==> src/rtl/mux_scan_pkg.sv <==
// mux_scan_pkg: shared types and constants for the mux scan sequencer
package mux_scan_pkg;
  localparam int SEL_W = 3;
  localparam int N_CH = 2**SEL_W;
  typedef enum logic [1:0] {IDLE, SCAN, HOLD} state_t;
endpackage

==> src/rtl/mux_scan_ctrl_if.sv <==
// mux_scan_ctrl_if: request, mux return, select and word handshake bundle; data_parity exists only with MUX_SCAN_PARITY_EN
interface mux_scan_ctrl_if #(parameter int SEL_W = mux_scan_pkg::SEL_W) ();
  logic start;
  logic mux_o;
  logic s1, s2, s3;
  logic busy;
  logic [2**SEL_W-1:0] data;
  logic data_valid;
  logic data_ack;
`ifdef MUX_SCAN_PARITY_EN
  logic data_parity;
  modport master (output start, mux_o, data_ack, input s1, s2, s3, busy, data, data_valid, data_parity);
  modport slave (input start, mux_o, data_ack, output s1, s2, s3, busy, data, data_valid, data_parity);
`else
  modport master (output start, mux_o, data_ack, input s1, s2, s3, busy, data, data_valid);
  modport slave (input start, mux_o, data_ack, output s1, s2, s3, busy, data, data_valid);
`endif
endinterface

==> src/rtl/mux_sel_counter.sv <==
// mux_sel_counter: select counter with synchronous clear, enable and terminal-count flag
module mux_sel_counter
  import mux_scan_pkg::*;
#(parameter int SEL_W = mux_scan_pkg::SEL_W) (
  input  logic             clk,
  input  logic             rst,
  input  logic             clear,
  input  logic             enable,
  output logic [SEL_W-1:0] sel,
  output logic             tc
);
  // step through the channels; clear wins over enable
  always_ff @(posedge clk or posedge rst)
    if (rst) sel <= '0;
    else if (clear) sel <= '0;
    else if (enable) sel <= sel + 1'b1;
  assign tc = &sel;
endmodule

==> src/rtl/mux_scan_ctrl.sv <==
// mux_scan_ctrl: steps the mux select through all channels and assembles the samples into one word; MUX_SCAN_PARITY_EN adds data_parity
module mux_scan_ctrl
  import mux_scan_pkg::*;
#(parameter int SEL_W = mux_scan_pkg::SEL_W) (
  input logic           clk,
  input logic           rst,
  mux_scan_ctrl_if.slave bus
);
  localparam int n_ch = 2**SEL_W;
  state_t state, state_nx;
  logic [SEL_W-1:0] sel;
  logic tc, cnt_clr, cnt_en, cap, done;
  logic [n_ch-1:0] data_sr, sr_nx;
  mux_sel_counter #(.SEL_W(SEL_W)) u_cnt (
    .clk(clk), .rst(rst), .clear(cnt_clr), .enable(cnt_en), .sel(sel), .tc(tc)
  );
  assign {bus.s1, bus.s2, bus.s3} = sel;
  // state register
  always_ff @(posedge clk or posedge rst)
    if (rst) state <= IDLE;
    else state <= state_nx;
  // next state: start only in IDLE, ack only in HOLD (ack wins over a coincident start)
  always_comb
    state_nx = (state == IDLE && bus.start) ? SCAN :
               (state == SCAN && tc)        ? HOLD :
               (state == HOLD && bus.data_ack) ? IDLE : state;
  // outputs: sel holds at the last channel through HOLD and is cleared by the ack
  always_comb begin
    bus.busy = state != IDLE;
    cap = state == SCAN;
    done = cap && tc;
    cnt_en = cap && !tc;
    cnt_clr = state == HOLD && bus.data_ack;
  end
  // shift-in of the current channel's sample
  always_comb begin
    sr_nx = data_sr;
    sr_nx[sel] = bus.mux_o;
  end
  // capture register, one bit per scan cycle
  always_ff @(posedge clk or posedge rst)
    if (rst) data_sr <= '0;
    else if (cap) data_sr <= sr_nx;
  // output word and valid flag; only a completed scan updates data
  always_ff @(posedge clk or posedge rst)
    if (rst) begin
      bus.data <= '0;
      bus.data_valid <= 1'b0;
`ifdef MUX_SCAN_PARITY_EN
      bus.data_parity <= 1'b0;
`endif
    end else if (done) begin
      bus.data <= sr_nx;
      bus.data_valid <= 1'b1;
`ifdef MUX_SCAN_PARITY_EN
      bus.data_parity <= ^sr_nx;
`endif
    end else if (cnt_clr) bus.data_valid <= 1'b0;
endmodule

==> src/flat_wrapper.sv <==
// flat-port wrapper written by rule: the top's interface ports become plain ports
module mux_scan_ctrl_flat import mux_scan_pkg::*;
#(parameter int SEL_W = mux_scan_pkg::SEL_W)
  (clk, rst, bus_start, bus_mux_o, bus_data_ack, bus_s1, bus_s2, bus_s3, bus_busy, bus_data, bus_data_valid);
  mux_scan_ctrl_if #(.SEL_W(SEL_W)) bus_i ();
  input logic clk;
  input logic rst;
  input wire logic [$bits(bus_i.start)-1:0] bus_start;
  input wire logic [$bits(bus_i.mux_o)-1:0] bus_mux_o;
  input wire logic [$bits(bus_i.data_ack)-1:0] bus_data_ack;
  output wire logic [$bits(bus_i.s1)-1:0] bus_s1;
  output wire logic [$bits(bus_i.s2)-1:0] bus_s2;
  output wire logic [$bits(bus_i.s3)-1:0] bus_s3;
  output wire logic [$bits(bus_i.busy)-1:0] bus_busy;
  output wire logic [$bits(bus_i.data)-1:0] bus_data;
  output wire logic [$bits(bus_i.data_valid)-1:0] bus_data_valid;
  assign bus_i.start = bus_start;
  assign bus_i.mux_o = bus_mux_o;
  assign bus_i.data_ack = bus_data_ack;
  assign bus_s1 = bus_i.s1;
  assign bus_s2 = bus_i.s2;
  assign bus_s3 = bus_i.s3;
  assign bus_busy = bus_i.busy;
  assign bus_data = bus_i.data;
  assign bus_data_valid = bus_i.data_valid;
  mux_scan_ctrl #(.SEL_W(SEL_W)) u_core (.clk(clk), .rst(rst), .bus(bus_i));
endmodule
==> config.mk <==
export PLATFORM = sky130hd
export DESIGN_NAME = mux_scan_ctrl_flat
export DESIGN_NICKNAME = d
export VERILOG_FILES = /design/src/rtl/mux_scan_pkg.sv /design/src/rtl/mux_scan_ctrl_if.sv /design/src/rtl/mux_sel_counter.sv /design/src/rtl/mux_scan_ctrl.sv /design/src/flat_wrapper.sv
export SDC_FILE = /design/constraint.sdc
export NUM_CORES = 1
export LEC_CHECK = 0
export CORE_UTILIZATION = 52
export DETAILED_ROUTE_END_ITERATION = 8
export PLACE_DENSITY = 0.74
export SYNTH_ARGS = -nofsm -noshare
export SYNTH_HDL_FRONTEND = slang
export SYNTH_SLANG_ARGS = --single-unit
==> constraint.sdc <==
create_clock -name clk -period 2 [get_ports clk]
set_input_delay 0.5 -clock clk [delete_from_list [all_inputs] [get_ports clk]]
set_output_delay 0.5 -clock clk [all_outputs]
set_load 0.05 [all_outputs]
==> impl_metrics.py, run 1 <==
metrics = {
    "run_status": {
        "status": "finished, final reports clean",
    },
    "worst_hold_path": {
        "whs_path_depth": 1,
        "min_to": "u_core.data_sr[5]",
        "hold_path_class": "register to register",
        "hold_start": "u_core.data_sr[5]",
    },
    "grt": {
        "antenna_found_initial": 0,
        "overflow": 0,
        "grtUsageTotal_pct": 21.2,
        "first_global_vias": 908,
        "grt_pass1_wl_um": 3970,
        "grt_max_degree": 23,
    },
    "routing": {
        "drt-total-wl_um": 2160,
        "wl_per_cell_um": 13.6,
        "firstDrtPassIters": 2,
        "drc": 0,
        "vias_per_cell": 5.36,
        "drt_iter0_drc": 4,
        "via_count": 847,
        "antenna_left": 0,
    },
    "cells_and_area": {
        "area.growth.synth_to_final_pct": 23.5,
        "layout-drive-gt1-share_pct": 25.2,
        "final_common_cell": "dfrtp_1",
        "final_nets": 139,
        "final_cell_mix": "dfrtp_1, buf_4, nand2_1, nor2_1, mux2_1",
        "fill_cells": 164,
        "diodes": 0,
    },
    "clock_tree": {
        "tritoncts": "yes",
        "clock_path_buffers": 2,
        "cts.sinks": 22,
        "cts-root-buf": "clkbuf_4",
        "cts-buffers-inserted": 3,
        "clk_latency_ns": 0.30,
        "cts.clk_slew.worst_paths_ns": 0.13,
        "htree_levels": 1,
    },
    "sta": {
        "setup_viol": 0,
        "finalMaxSlewViolations": 0,
        "clock-skew-final_ns": 0.00524,
        "finalCritPeriodShare_pct": 92.0,
        "tns_ns": 0,
        "fmax_mhz": 544,
        "rsz0062_at_grt": "no",
        "slew_headroom_pct": 66.8,
        "finalHoldViolCount": 0,
        "period_needed_ns": 1.84,
        "worst_slack_ns": 0.160,
        "tightest_slew_ns": 0.497,
    },
    "logic_synthesis": {
        "ys_warn_count": 0,
        "synth_seq_cells": 22,
        "ys_seq_area_share_pct": 46.8,
        "async_flop_share_pct": 100,
        "synth_cell_types": 29,
        "syn-num-nets": 117,
        "synth_edf_count": 0,
        "synth_area_um2": 1180,
        "synth_top_flop_cell": "dfrtp_1",
        "syn_area_per_cell_um2": 10.7,
        "synth_cells": 110,
    },
    "place": {
        "dp_hpwl_um": 1540,
        "pre_cts_slack_ns": 0.255,
        "io_buffer_count": 17,
        "gp_congestion": 0.834,
    },
    "floorplan": {
        "coreArea_um2": 2040,
        "dieArea_um2": 2460,
        "num_rows": 16,
        "num_io_pins": 18,
        "start_util_pct": 57.6,
        "dieHeight_um": 49.6,
        "fp.dieW_um": 49.6,
    },
    "critical_path": {
        "critPathRequiredTime_ns": 1.50,
        "r2r_cells": 5,
        "rrSetupSlack_ns": 0.26,
        "crit_type": "register to output port",
        "start_kind": "register",
        "arrival_ns": 1.34,
        "setup.worst_path.end_class": "output port",
        "r2r_start": "u_core.u_cnt.sel[1]",
        "reg2reg_to": "u_core.bus.data[3]",
        "crit_fanout": 12,
    },
    "power": {
        "p_leak_nw": 0.642,
        "p_per_area_nw_per_um2": 1750,
        "peakVddDrop_uv": 1120,
    },
    "job": {
        "cap_violations": 0,
    },
}
state kept, by name (all words and copies together) (netlist names):
register               count
u_core.bus.data_valid      1
u_core.bus.data            8
u_core.state               2
u_core.data_sr             8
u_core.u_cnt.sel           3
worst max-delay path by stage:
stage | from | endpoint | cells after the start
floorplan | u_core.u_cnt.sel[0] | u_core.bus.data[2] | 7
global placement | u_core.u_cnt.sel[0] | u_core.bus.data[3] | 5
detailed placement | u_core.u_cnt.sel[1] | u_core.bus.data[1] | 5
CTS | u_core.bus.data[1] | bus_data[1] | 1
global route | u_core.state[0] | bus_busy | 2
finish | u_core.state[0] | bus_busy | 2
per-stage QoR:
stage	instance area (um2)	cells	hold slack (ns)	power, mW	util [%]
floorplan	1180	110	0.451	1.83	-
global placement	1410	154	0.466	2.28	68.9
detailed placement	1410	154	0.472	2.32	68.9
CTS	1440	158	0.501	2.57	70.6
global route	1450	158	0.528	2.72	71.1
finish	1450	158	0.493	2.54	71.1
cell usage after synthesis (2+ instances only):
cell type  count  area, um2
a21oi_1        6       30.0
o32ai_1        2       17.5
inv_1          2       7.51
dfrtp_1       22        551
nor2b_1        3       18.8
a21boi_0       3       22.5
o21ai_0        7       35.0
nor2_1        10       37.5
buf_2          3       15.0
mux2i_1        2       20.0
nand3_1        3       15.0
o31ai_1        2       15.0
nor2_4         4       45.0
a31oi_2        4       50.1
nand2b_1       3       18.8
o22a_1         3       26.3
ha_1           2       25.0
mux2_1         8       90.1
clkbuf_1       2       7.51
nand2_1       10       37.5
metal layers:
layer  vias up  wire (um)  global-route usage (%)
li1        425          -                       -
met1       407       1020                    26.8
met2        13       1050                    36.0
met3         2         67                    4.01
met4         0         19                    7.14
met5         -          0                       0
critical path: stages (launching register included):
cell and delay [ns]:
dfrtp_1 0.51, or2_2 0.34, buf_4 0.19
cell type report:
cell class	count	area, um2	area share, %
multi-input combinational	79	564	38.8
inverter	2	7.51	0.517
sequential	22	551	37.9
tap	27	33.8	2.33
timing repair buffer	24	260	17.9
clock buffer	4	36.3	2.50
where the power goes:
part	switching, mW	total (mW)	internal, mW	leakage (nW)
clock network	0.135	0.245	0.111	0.0210
registers	0.154	0.808	0.654	0.255
logic	0.905	1.49	0.584	0.366
total	1.19	2.54	1.35	0.642
cell families (layout without fill, tap and decap cells):
family                     after synthesis  after routing  share of synthesized area (%)
AOI/OAI and AO/OA                       28             28                           17.4
adders and majority gates                2              2                           2.13
buffers and inverters                    9             30                           5.21
DFF                                     22             22                           46.8
muxes                                   10             10                           9.36
and+or+nand+nor                         39             39                           19.0
timing repair:
action                     in CTS  in global routing
buffers inserted                0                  0
setup endpoints to repair       0                  4
resized for setup               0                  4
hold buffers                    0                  0
Note: power is estimated with default switching activity, not from simulation.
==> run 2: changes to the inputs <==
==> constraint.sdc (replaced) <==
create_clock -name clk -period 2 [get_ports clk]
set_input_delay 0.4 -clock clk [delete_from_list [all_inputs] [get_ports clk]]
set_output_delay 0.4 -clock clk [all_outputs]
set_load 0.05 [all_outputs]
==> impl_metrics.py, run 2 (synthesized netlist as in run 1, its figures left out) <==
metrics = {
    "run_status": {
        "status": "finished, final reports clean",
    },
    "cells_and_area": {
        "final_common_cell": "dfrtp_1",
        "layout-drive-gt1-share_pct": 20.2,
        "diodes": 0,
        "design_area_um2": 1380,
        "area.growth.synth_to_final_pct": 17.7,
        "final_cell_mix": "dfrtp_1, clkdlybuf4s50_1, nand2_1, nor2_1, buf_4",
        "final_nets": 138,
        "stdcell_count": 156,
        "reg_top3": "u_core.bus.data: 8 flops, u_core.data_sr: 8 flops, u_core.u_cnt.sel: 3 flops",
        "fin_util_pct": 67.8,
    },
    "routing": {
        "antenna_left": 0,
        "via_count": 865,
        "drt_iter0_drc": 14,
        "drc": 0,
        "drt-total-wl_um": 2030,
        "wl_per_cell_um": 13.0,
        "firstDrtPassIters": 4,
        "vias_per_cell": 5.54,
    },
    "floorplan": {
        "dieHeight_um": 49.6,
        "num_rows": 16,
        "coreArea_um2": 2040,
        "fp.dieW_um": 49.6,
        "start_util_pct": 57.6,
        "dieArea_um2": 2460,
        "num_io_pins": 18,
    },
    "clock_tree": {
        "htree_levels": 1,
        "cts_resized": 0,
        "cts-buffers-inserted": 3,
        "cts_hold_buffers": 0,
        "clock_path_buffers": 2,
        "cts_setup_buffers": 0,
        "cts-root-buf": "clkbuf_4",
        "cts.sinks": 22,
        "cts.clk_slew.worst_paths_ns": 0.11,
        "tritoncts": "yes",
        "clk_latency_ns": 0.29,
    },
    "place": {
        "dp_hpwl_um": 1490,
        "gp_congestion": 0.803,
        "io_buffer_count": 17,
        "place_area_um2": 1360,
        "dp.cells": 153,
    },
    "job": {
        "cap_violations": 0,
    },
    "power": {
        "seqPwrFrac_pct": 33.9,
        "p_switching_mw": 1.16,
        "peakVddDrop_uv": 1230,
        "swShare_pct": 48.1,
        "clock_power_share_pct": 7.9,
        "pwr-share-comb_pct": 58.3,
        "p_leak_nw": 0.571,
        "p_per_area_nw_per_um2": 1740,
        "internal-power_mw": 1.25,
    },
    "grt": {
        "grtUsageTotal_pct": 19.4,
        "overflow": 0,
        "grt_pass1_wl_um": 3740,
        "antenna_found_initial": 0,
        "first_global_vias": 851,
        "grt_max_degree": 23,
    },
    "critical_path": {
        "crit_type": "register to output port",
        "arrival_ns": 1.53,
        "max_stage_delay_ns": 0.82,
        "path_cells": "clkdlybuf4s50_1",
        "start_kind": "register",
        "setup.worst_path.end_class": "output port",
        "critPathRequiredTime_ns": 1.60,
        "crit_slowest_cell": "clkdlybuf4s50_1",
        "path_buf_inv": 1,
        "crit_fanout": 2,
        "critPathTopFamily": "buffers and inverters",
    },
    "sta": {
        "finalMaxSlewViolations": 0,
        "tightest_slew_ns": 0.509,
        "tns_ns": 0,
        "setup_viol": 0,
        "period_needed_ns": 1.93,
        "whs_ns": 0.432,
        "fmax_mhz": 518,
        "slew_headroom_pct": 66.0,
        "clock-skew-final_ns": 0.00253,
        "finalCritPeriodShare_pct": 96.5,
        "finalHoldViolCount": 0,
        "rsz0062_at_grt": "no",
    },
    "worst_hold_path": {
        "hold_path_class": "primary input to asynchronous set/reset pin",
    },
}
[run 2: worst paths after layout]
kind	cells after the start	from	endpoint	slack, ns
min	3	rst	u_core.data_sr[3]	0.43
min reg2reg	1	u_core.data_sr[1]	u_core.data_sr[1]	0.50
max reg2reg	5	u_core.u_cnt.sel[0]	u_core.bus.data[5]	0.31
max in group asynchronous	3	rst	u_core.bus.data[4]	1.35
max	1	u_core.bus.data[7]	bus_data[7]	0.07
min in group clk	1	u_core.data_sr[1]	u_core.data_sr[1]	0.50
[run 2: layout make-up]
cell class	count	area [um2]
Inverter	2	7.51
Multi-Input combinational cell	79	564
Sequential cell	22	551
Fill cell	167	658
Timing Repair Buffer	23	205
Tap cell	27	33.8
Clock buffer	3	22.5
[run 2: per-layer routing]
metal,share of wire [%],wire [um],up-vias,global-route usage [%]
met5,0,0,-,0
met4,0,0,0,4.76
met3,3.4,70,0,2.78
met2,48,971,19,31.8
met1,49,988,420,26.9
li1,-,-,426,-
[run 2: power by group through the flow]
stage	registers (mW)	logic [mW]	clock network, mW
final	0.815	1.40	0.189
after floorplan	1.22	0.607	0
after detailed placement	0.828	1.40	0
after CTS	0.818	1.41	0.197
after global routing	0.845	1.51	0.223
after global placement	0.816	1.41	0
[run 2: per-stage QoR]
stage / power (mW) / setup slack, ns
after floorplan: 1.83 / 0.150
after global placement: 2.22 / 0.330
after detailed placement: 2.23 / 0.318
after CTS: 2.42 / 0.0512
after global routing: 2.58 / 0.00869
final: 2.41 / 0.0698
[run 2: tightest hold or removal path, cell delays in order]
cell             delay, ns
clkdlybuf4s50_1       0.40
inv_1                 0.05
buf_4                 0.27
==> run 3: changes to the inputs <==
- PLACE_DENSITY: 0.74 -> 0.77
==> impl_metrics.py, run 3 (synthesized netlist as in run 1, its figures left out) <==
metrics = {
    "run_status": {
        "status": "finished, final reports clean",
    },
    "sta": {
        "fmax_mhz": 517,
        "period_needed_ns": 1.93,
        "finalCritPeriodShare_pct": 96.7,
        "tightest_slew_ns": 0.506,
        "tns_ns": 0,
        "setup_viol": 0,
        "finalMaxSlewViolations": 0,
        "rsz0062_at_grt": "no",
        "finalHoldViolCount": 0,
        "whs_ns": 0.411,
        "clock-skew-final_ns": 0.00152,
        "slew_headroom_pct": 66.2,
    },
    "critical_path": {
        "critPathTopFamily": "buffers and inverters",
        "crit_slowest_cell": "clkdlybuf4s50_1",
        "path_cells": "clkdlybuf4s50_1",
        "max_stage_delay_ns": 0.82,
        "start_kind": "register",
        "path_buf_inv": 1,
        "crit_type": "register to output port",
        "setup.worst_path.end_class": "output port",
        "arrival_ns": 1.53,
        "crit_fanout": 2,
        "critPathRequiredTime_ns": 1.60,
    },
    "cells_and_area": {
        "area.growth.synth_to_final_pct": 18.8,
        "layout-drive-gt1-share_pct": 20.8,
        "design_area_um2": 1400,
        "final_common_cell": "dfrtp_1",
        "stdcell_count": 157,
        "reg_top3": "u_core.bus.data: 8 flops, u_core.data_sr: 8 flops, u_core.u_cnt.sel: 3 flops",
        "final_nets": 138,
        "final_cell_mix": "dfrtp_1, clkdlybuf4s50_1, nand2_1, nor2_1, buf_4",
        "diodes": 0,
    },
    "floorplan": {
        "start_util_pct": 57.6,
        "num_rows": 16,
        "coreArea_um2": 2040,
        "num_io_pins": 18,
        "dieHeight_um": 49.6,
        "fp.dieW_um": 49.6,
        "dieArea_um2": 2460,
    },
    "routing": {
        "wl_per_cell_um": 14.4,
        "drt-total-wl_um": 2260,
        "vias_per_cell": 5.56,
        "antenna_left": 0,
        "drt_iter0_drc": 26,
        "firstDrtPassIters": 4,
        "wl_met2_um": 1150,
        "wl_met3_um": 80,
        "via_count": 873,
        "drc": 0,
        "top_layer": "met4",
        "met1_length_um": 1010,
    },
    "clock_tree": {
        "cts_hold_buffers": 0,
        "cts_resized": 0,
        "cts-root-buf": "clkbuf_4",
        "cts_setup_buffers": 0,
        "htree_levels": 1,
        "clk_latency_ns": 0.30,
        "cts-buffers-inserted": 3,
        "cts.clk_slew.worst_paths_ns": 0.12,
        "tritoncts": "yes",
        "clock_path_buffers": 2,
        "cts.sinks": 22,
    },
    "grt": {
        "grt_max_degree": 23,
        "antenna_found_initial": 0,
        "grtUsageTotal_pct": 21.9,
        "overflow": 0,
        "first_global_vias": 878,
        "grt_pass1_wl_um": 4080,
    },
    "power": {
        "peakVddDrop_uv": 1090,
        "p_per_area_nw_per_um2": 1770,
        "p_leak_nw": 0.579,
    },
    "job": {
        "cap_violations": 0,
    },
    "place": {
        "dp.cells": 153,
        "dp_hpwl_um": 1630,
        "place_area_um2": 1360,
        "gp_congestion": 0.849,
        "io_buffer_count": 17,
    },
    "worst_hold_path": {
        "hold_path_class": "primary input to asynchronous set/reset pin",
    },
}
## run 3: changes by cell type in the layout (fill, tap and decap cells not counted), sizes merged
cell / delta
clkbuf: +1
## run 3: power by group
group	total [mW]	switching (mW)	internal [mW]	leakage (nW)
sequential	0.815	0.160	0.654	0.255
combinational	1.42	0.891	0.527	0.303
clock	0.245	0.134	0.111	0.0210
## run 3: path summary, 6_finish.rpt
check | start | to | slack [ns] | depth (start not counted)
min in group clk | u_core.data_sr[1] | u_core.data_sr[1] | 0.50 | 1
max reg2reg | u_core.u_cnt.sel[0] | u_core.bus.data[0] | 0.21 | 6
min reg2reg | u_core.data_sr[1] | u_core.data_sr[1] | 0.50 | 1
max in group asynchronous | rst | u_core.data_sr[3] | 1.37 | 3
max | u_core.bus.data[4] | bus_data[4] | 0.07 | 1
min | rst | u_core.state[0] | 0.41 | 3
## run 3: per-stage QoR
step | total power [mW] | setup slack (ns) | utilization, %
2_1_floorplan | 1.83 | 0.150 | -
3_3_place_gp | 2.20 | 0.300 | 66.7
3_5_place_dp | 2.25 | 0.238 | 66.7
4_1_cts | 2.50 | 0.0468 | 68.4
5_1_grt | 2.65 | 0.0109 | 68.4
6_report | 2.48 | 0.0665 | 68.4
## run 3: metal layers
layer	global-route usage, %	vias to the layer above
met5	0	-
met4	7.14	0
met3	3.70	4
met2	36.7	19
met1	28.5	426
li1	-	424
## run 3: layout make-up
class	instances	area, um2
Tap cell	27	33.8
Fill cell	163	644
Sequential cell	22	551
Inverter	2	7.51
Timing Repair Buffer	23	205
Multi-Input combinational cell	79	564
Clock buffer	4	36.3
## run 3: worst min-delay path, stage by stage
cell             delay [ns]
clkdlybuf4s50_1        0.40
inv_1                  0.05
buf_4                  0.27
